File: src/rtl/load_use_scoreboard_pkg.sv
// Shared constants and types for the load-use scoreboard: register file shape
// and the issue-latency encodings carried by each tracked write.
package load_use_scoreboard_pkg;

    localparam int REGISTER_COUNT = 32;
    localparam int REG_NUM_W      = 5;
    localparam int MAX_LATENCY    = 3;
    localparam int CW             = $clog2(MAX_LATENCY + 1);

    typedef logic [REG_NUM_W-1:0] reg_num_t;
    typedef logic [CW-1:0]        countdown_t;

    localparam countdown_t LATENCY_EXECUTE       = countdown_t'(0);
    localparam countdown_t LATENCY_MEMORY_ACCESS = countdown_t'(1);
    localparam countdown_t LATENCY_MAX           = countdown_t'(MAX_LATENCY);

endpackage

File: src/rtl/load_use_scoreboard_entry.sv
// Scoreboard entry: one countdown of cycles left until a pending register
// write becomes forwardable. A new set overrides the decrement (youngest writer wins).
module load_use_scoreboard_entry
    import load_use_scoreboard_pkg::*;
(
    input  logic       clock,
    input  logic       reset,
    input  logic       freeze,
    input  logic       set,
    input  countdown_t set_value,
    output countdown_t count
);

    always_ff @(posedge clock or posedge reset) begin
        if (reset) begin
            count <= '0;
        end else if (!freeze) begin
            if (set) begin
                count <= set_value;
            end else if (count != '0) begin
                count <= count - countdown_t'(1);
            end
        end
    end

endmodule

File: src/rtl/load_use_scoreboard.sv
// Decode-side hazard scoreboard: stalls decode while a source register still
// has an in-flight write that has not yet reached a forwarding path.
module load_use_scoreboard
    import load_use_scoreboard_pkg::*;
(
    input  logic        clock,
    input  logic        reset,
    input  logic        freeze,
    input  logic        flush,
    input  logic        issue_valid,
    input  logic        issue_write_enable,
    input  reg_num_t    issue_destination_register_number,
    input  countdown_t  issue_latency,
    input  reg_num_t    register_number_a,
    input  reg_num_t    register_number_b,
    input  logic        register_use_a,
    input  logic        register_use_b,
    output logic        stall,
    output logic        issue_accepted,
    output logic [31:0] stall_count
);

    countdown_t countdown [REGISTER_COUNT];
    logic       pending_a;
    logic       pending_b;
    logic       write_issue;

    // Register 0 is hard-wired zero, so it can never be pending.
    assign countdown[0] = '0;

    assign write_issue = issue_accepted & issue_write_enable;

    for (genvar r = 1; r < REGISTER_COUNT; r++) begin : g_entry
        load_use_scoreboard_entry u_entry (
            .clock     (clock),
            .reset     (reset),
            .freeze    (freeze),
            .set       (write_issue && (issue_destination_register_number == reg_num_t'(r))),
            .set_value (issue_latency),
            .count     (countdown[r])
        );
    end

    // No same-cycle bypass: only writes already registered can stall decode.
    assign pending_a = register_use_a && (countdown[register_number_a] != '0);
    assign pending_b = register_use_b && (countdown[register_number_b] != '0);

    assign stall          = ~flush & issue_valid & (pending_a | pending_b);
    assign issue_accepted = issue_valid & ~stall & ~freeze & ~flush;

    always_ff @(posedge clock or posedge reset) begin
        if (reset) begin
            stall_count <= '0;
        end else if (stall && !freeze && (stall_count != 32'hFFFF_FFFF)) begin
            stall_count <= stall_count + 32'd1;
        end
    end

endmodule

File: config.mk
export PLATFORM = sky130hd
export DESIGN_NAME = load_use_scoreboard
export DESIGN_NICKNAME = d
export VERILOG_FILES = /design/src/rtl/load_use_scoreboard_pkg.sv /design/src/rtl/load_use_scoreboard_entry.sv /design/src/rtl/load_use_scoreboard.sv
export SDC_FILE = /design/constraint.sdc
export NUM_CORES = 1
export LEC_CHECK = 0
export ABC_AREA = 1
export BUFFER_PORTS_ARGS = -buffer_cell sky130_fd_sc_hd__clkbuf_2
export CORE_MARGIN = 5
export CORE_UTILIZATION = 45
export CTS_CLUSTER_DIAMETER = 80
export DETAILED_ROUTE_END_ITERATION = 16
export HOLD_SLACK_MARGIN = 0.12
export SYNTH_ARGS = -nofsm -noshare
export SYNTH_HDL_FRONTEND = slang
export SYNTH_SLANG_ARGS = --single-unit
File: constraint.sdc
create_clock -name clock -period 3.4 [get_ports clock]
set_clock_uncertainty 0.2 [all_clocks]
set_input_delay 0.17 -clock clock [delete_from_list [all_inputs] [get_ports clock]]
set_output_delay 0.17 -clock clock [all_outputs]
set_load 0.02 [all_outputs]
==> out/results.ini <==
[status]
outcome = complete, no violations

[routing]
drtIter0Drc = 407
viasPerCell = 4.952
drc = 0
wl_mm = 20.17
first_pass_iters = 6
ant_nets = 0
via_count = 7403
wl_per_cell_um = 13.49

[clock_tree]
cts_made_buffers = 9
clock_path_buffers = 2
insertion_delay_ns = 0.36
cts-root-buf = clkbuf_16
cts.hold.buffers_added = 1
post_cts_buffers = 0
ctsResizeCount = 0
cts_tree = yes
cts.sinks = 94
clk_pin_slew_ns = 0.07
h-tree-depth = 3

[setup_path]
path_class = reg2reg
crit_path_end_kind = flip-flop
reg2reg_depth = 15
worstPathRequired_ns = 3.49
cp_top_family = simple AND/OR/NAND/NOR gates
cp_max_fo = 42
startpoint_type = flip-flop
critical_path_buf_inv_count = 1
slowest_delay_ns = 0.39
cp_slowest_cell = dfrtp_1
critical_path_cell_count = 15
cp_common_cell = nand2_1
path_cells = nor2_1, nand2_1, and2_1, nand3_1, nand2_1, nand2_1, nand3_1, nand3_1, nand3_1, nor2_4, buf_4, nand2_1, a21oi_1, nand2_1, nand2_1
cp.arrival_ns = 2.94

[timing]
fin_crit_ns = 2.842
slew_violations = 0
worst_slack_ns = 0.5580
setup_tns_ns = 0
tightest_slew_ns = 0.8224
post-route-period-util_pct = 83.59
hold_violations = 0
clock.fmax_ghz = 0.3519
rsz0062_at_grt = false
setup_viol = 0
slew_headroom_pct = 45.18

[die]
std_cell_rows = 47
die-area_um2 = 19220
dieHeight_um = 138.6
io_pins = 59
start_util_pct = 45.38
core_um2 = 16410
die_w_um = 138.6

[grt]
grt_usage_pct = 21.31
grt_pass1_wl_mm = 33.69
grtUsageMet2_pct = 34.15
grt_pass1_vias = 6703
grt_max_degree = 95
antenna_found_initial = 0
grt_busiest_layer = met2
use_met3_pct = 3.172
gr-total-overflow = 0
met1_usage_pct = 30.26

[finish]
num-nets-final = 1328
mostFrequentLayoutCell = nand2_1
area_delta_synth_final_pct = 10.65
finalCoreUtilization_pct = 50.22
antenna_cells = 0
post_route_cells_drive_above_1_share_pct = 8.157
mostFrequentLayoutCells = 549 x nand2_1, 155 x inv_1, 100 x nand3_1
final_cells = 1495

[synth]
yosysUniqueCellTypes = 30
synth_top_area_share_pct = 31.59
syn_area_um2 = 7446
synthTopCellsByArea = dfrtp_1 32%, nand2_1 28%, inv_1 7.9%
synth_seq_cells = 94
yosysSeqAreaShare_pct = 31.59
syn-num-nets = 1285
synth-simple-area-share_pct = 43.59
yosysTopAreaCell = dfrtp_1
synth_fa_ha_area_share_pct = 5.377
syn_area_per_cell_um2 = 6.063
synth-compound-area-share_pct = 6.369
syn_inst = 1228
synthXorXnorAreaFrac_pct = 2.941
synthMuxAreaShare_pct = 0
yosysWarnings = 0
synth_top_family_by_area = simple AND/OR/NAND/NOR gates

[placed_design]
place_congestion = 0.9337
dp_hpwl_mm = 14.94
portBuffers = 58
place_ws_ns = 0.5282
placed_cells = 1479

[power]
p_seq_share_pct = 33.5
sw_frac_of_total_pct = 44.22
p_sw_mw = 2.434
leakagePower_nw = 4.472
power_frac_comb_pct = 48.8
pwr_density_cell_nw_per_um2 = 667.9
p_int_mw = 3.069
peakVddDrop_v = 0.0002944
p_clk_share_pct = 17.7

[job]
maxCapViolations = 0

[min_path]
hold_path.class = in2reg
hold_path_depth = 7

## worst reg2reg max path, cell delays in order, from the launching register on
cell,delay [ns]
dfrtp_1,0.39
nor2_1,0.33
nand2_1,0.09
and2_1,0.16
nand3_1,0.10
nand2_1,0.07
nand2_1,0.06
nand3_1,0.06
nand3_1,0.09
nand3_1,0.14
nor2_4,0.16
buf_4,0.39
nand2_1,0.20
a21oi_1,0.22
nand2_1,0.08
nand2_1,0.06
## registers in the layout, summed over array words and instances (netlist names)
| signal | count |
|---|---|
| g_entry.u_entry.count | 62 |
| stall_count | 32 |
## power by group through the flow
| stage | combinational (mW) | sequential [mW] | clock (mW) |
|---|---|---|---|
| after floorplan | 2.14 | 1.79 | 0 |
| after global placement | 2.66 | 1.86 | 0 |
| after detailed placement | 2.69 | 1.86 | 0 |
| after CTS | 2.70 | 1.84 | 1.01 |
| after global routing | 3.22 | 1.90 | 1.06 |
| final | 2.69 | 1.84 | 0.972 |
## worst paths after layout
check	start	to	slack (ns)
worst max register to register	g_entry[31].u_entry.count[0]	g_entry[26].u_entry.count[1]	0.56
max in group asynchronous	reset	g_entry[13].u_entry.count[0]	2.31
min in group asynchronous	reset	g_entry[15].u_entry.count[1]	0.26
worst min-delay path	issue_destination_register_number[1]	g_entry[30].u_entry.count[0]	0.21
worst min register to register	g_entry[6].u_entry.count[1]	g_entry[6].u_entry.count[1]	0.28
worst max-delay path	g_entry[31].u_entry.count[0]	g_entry[26].u_entry.count[1]	0.56
## synthesized netlist by cell type
library cell and instances:
nand2_1 549, inv_1 156, nand3_1 100, nor2_1 97
dfrtp_1 94, o21ai_0 45, ha_1 32, a21oi_1 29
nor3_1 24, buf_2 15, xor2_1 14, clkbuf_1 13
xnor2_1 11, nand4_1 9, a21oi_2 8, nand2_2 8
buf_1 5, nor4_1 4, nor2_2 3, inv_2 2
a21boi_0 1, and2_1 1, and3_1 1, and3b_1 1
buf_4 1, buf_6 1, nor3b_1 1, nor4_2 1
nor4b_1 1, o311ai_4 1
## per-stage QoR
stage               hold slack [ns]  power (mW)  cell area [um2]
floorplan                    0.1999       3.929             7446
global placement             0.1278       4.514             7955
detailed placement           0.1312       4.552             7955
CTS                          0.1929       5.552             8239
global route                 0.2368       6.175             8239
finish                       0.2085       5.503             8239
## area by class of cell
class | count | area [um2]
Multi-Input combinational cell | 941 | 4344
Inverter | 158 | 595.6
Clock inverter | 4 | 31.28
Sequential cell | 94 | 2352
Clock buffer | 11 | 242.7
Tap cell | 220 | 275.3
Fill cell | 1741 | 8168
Timing Repair Buffer | 67 | 397.9
## metal layers
metal  part of all wire (%)  wire (um)
met1                     49       9902
met3                    4.8        963
met5                      0          0
met4                    1.4        281
met2                     45       9025
## cells by family (layout without fill, tap and decap cells)
logic type	Yosys count	after routing
adder cells (fa/ha/maj)	32	32
AND/OR/NAND/NOR	800	800
flip-flops	94	94
buffers and inverters	193	240
XOR/XNOR	25	25
AO/OA/AOI/OAI	84	84
(Power assumes the default switching activity.)
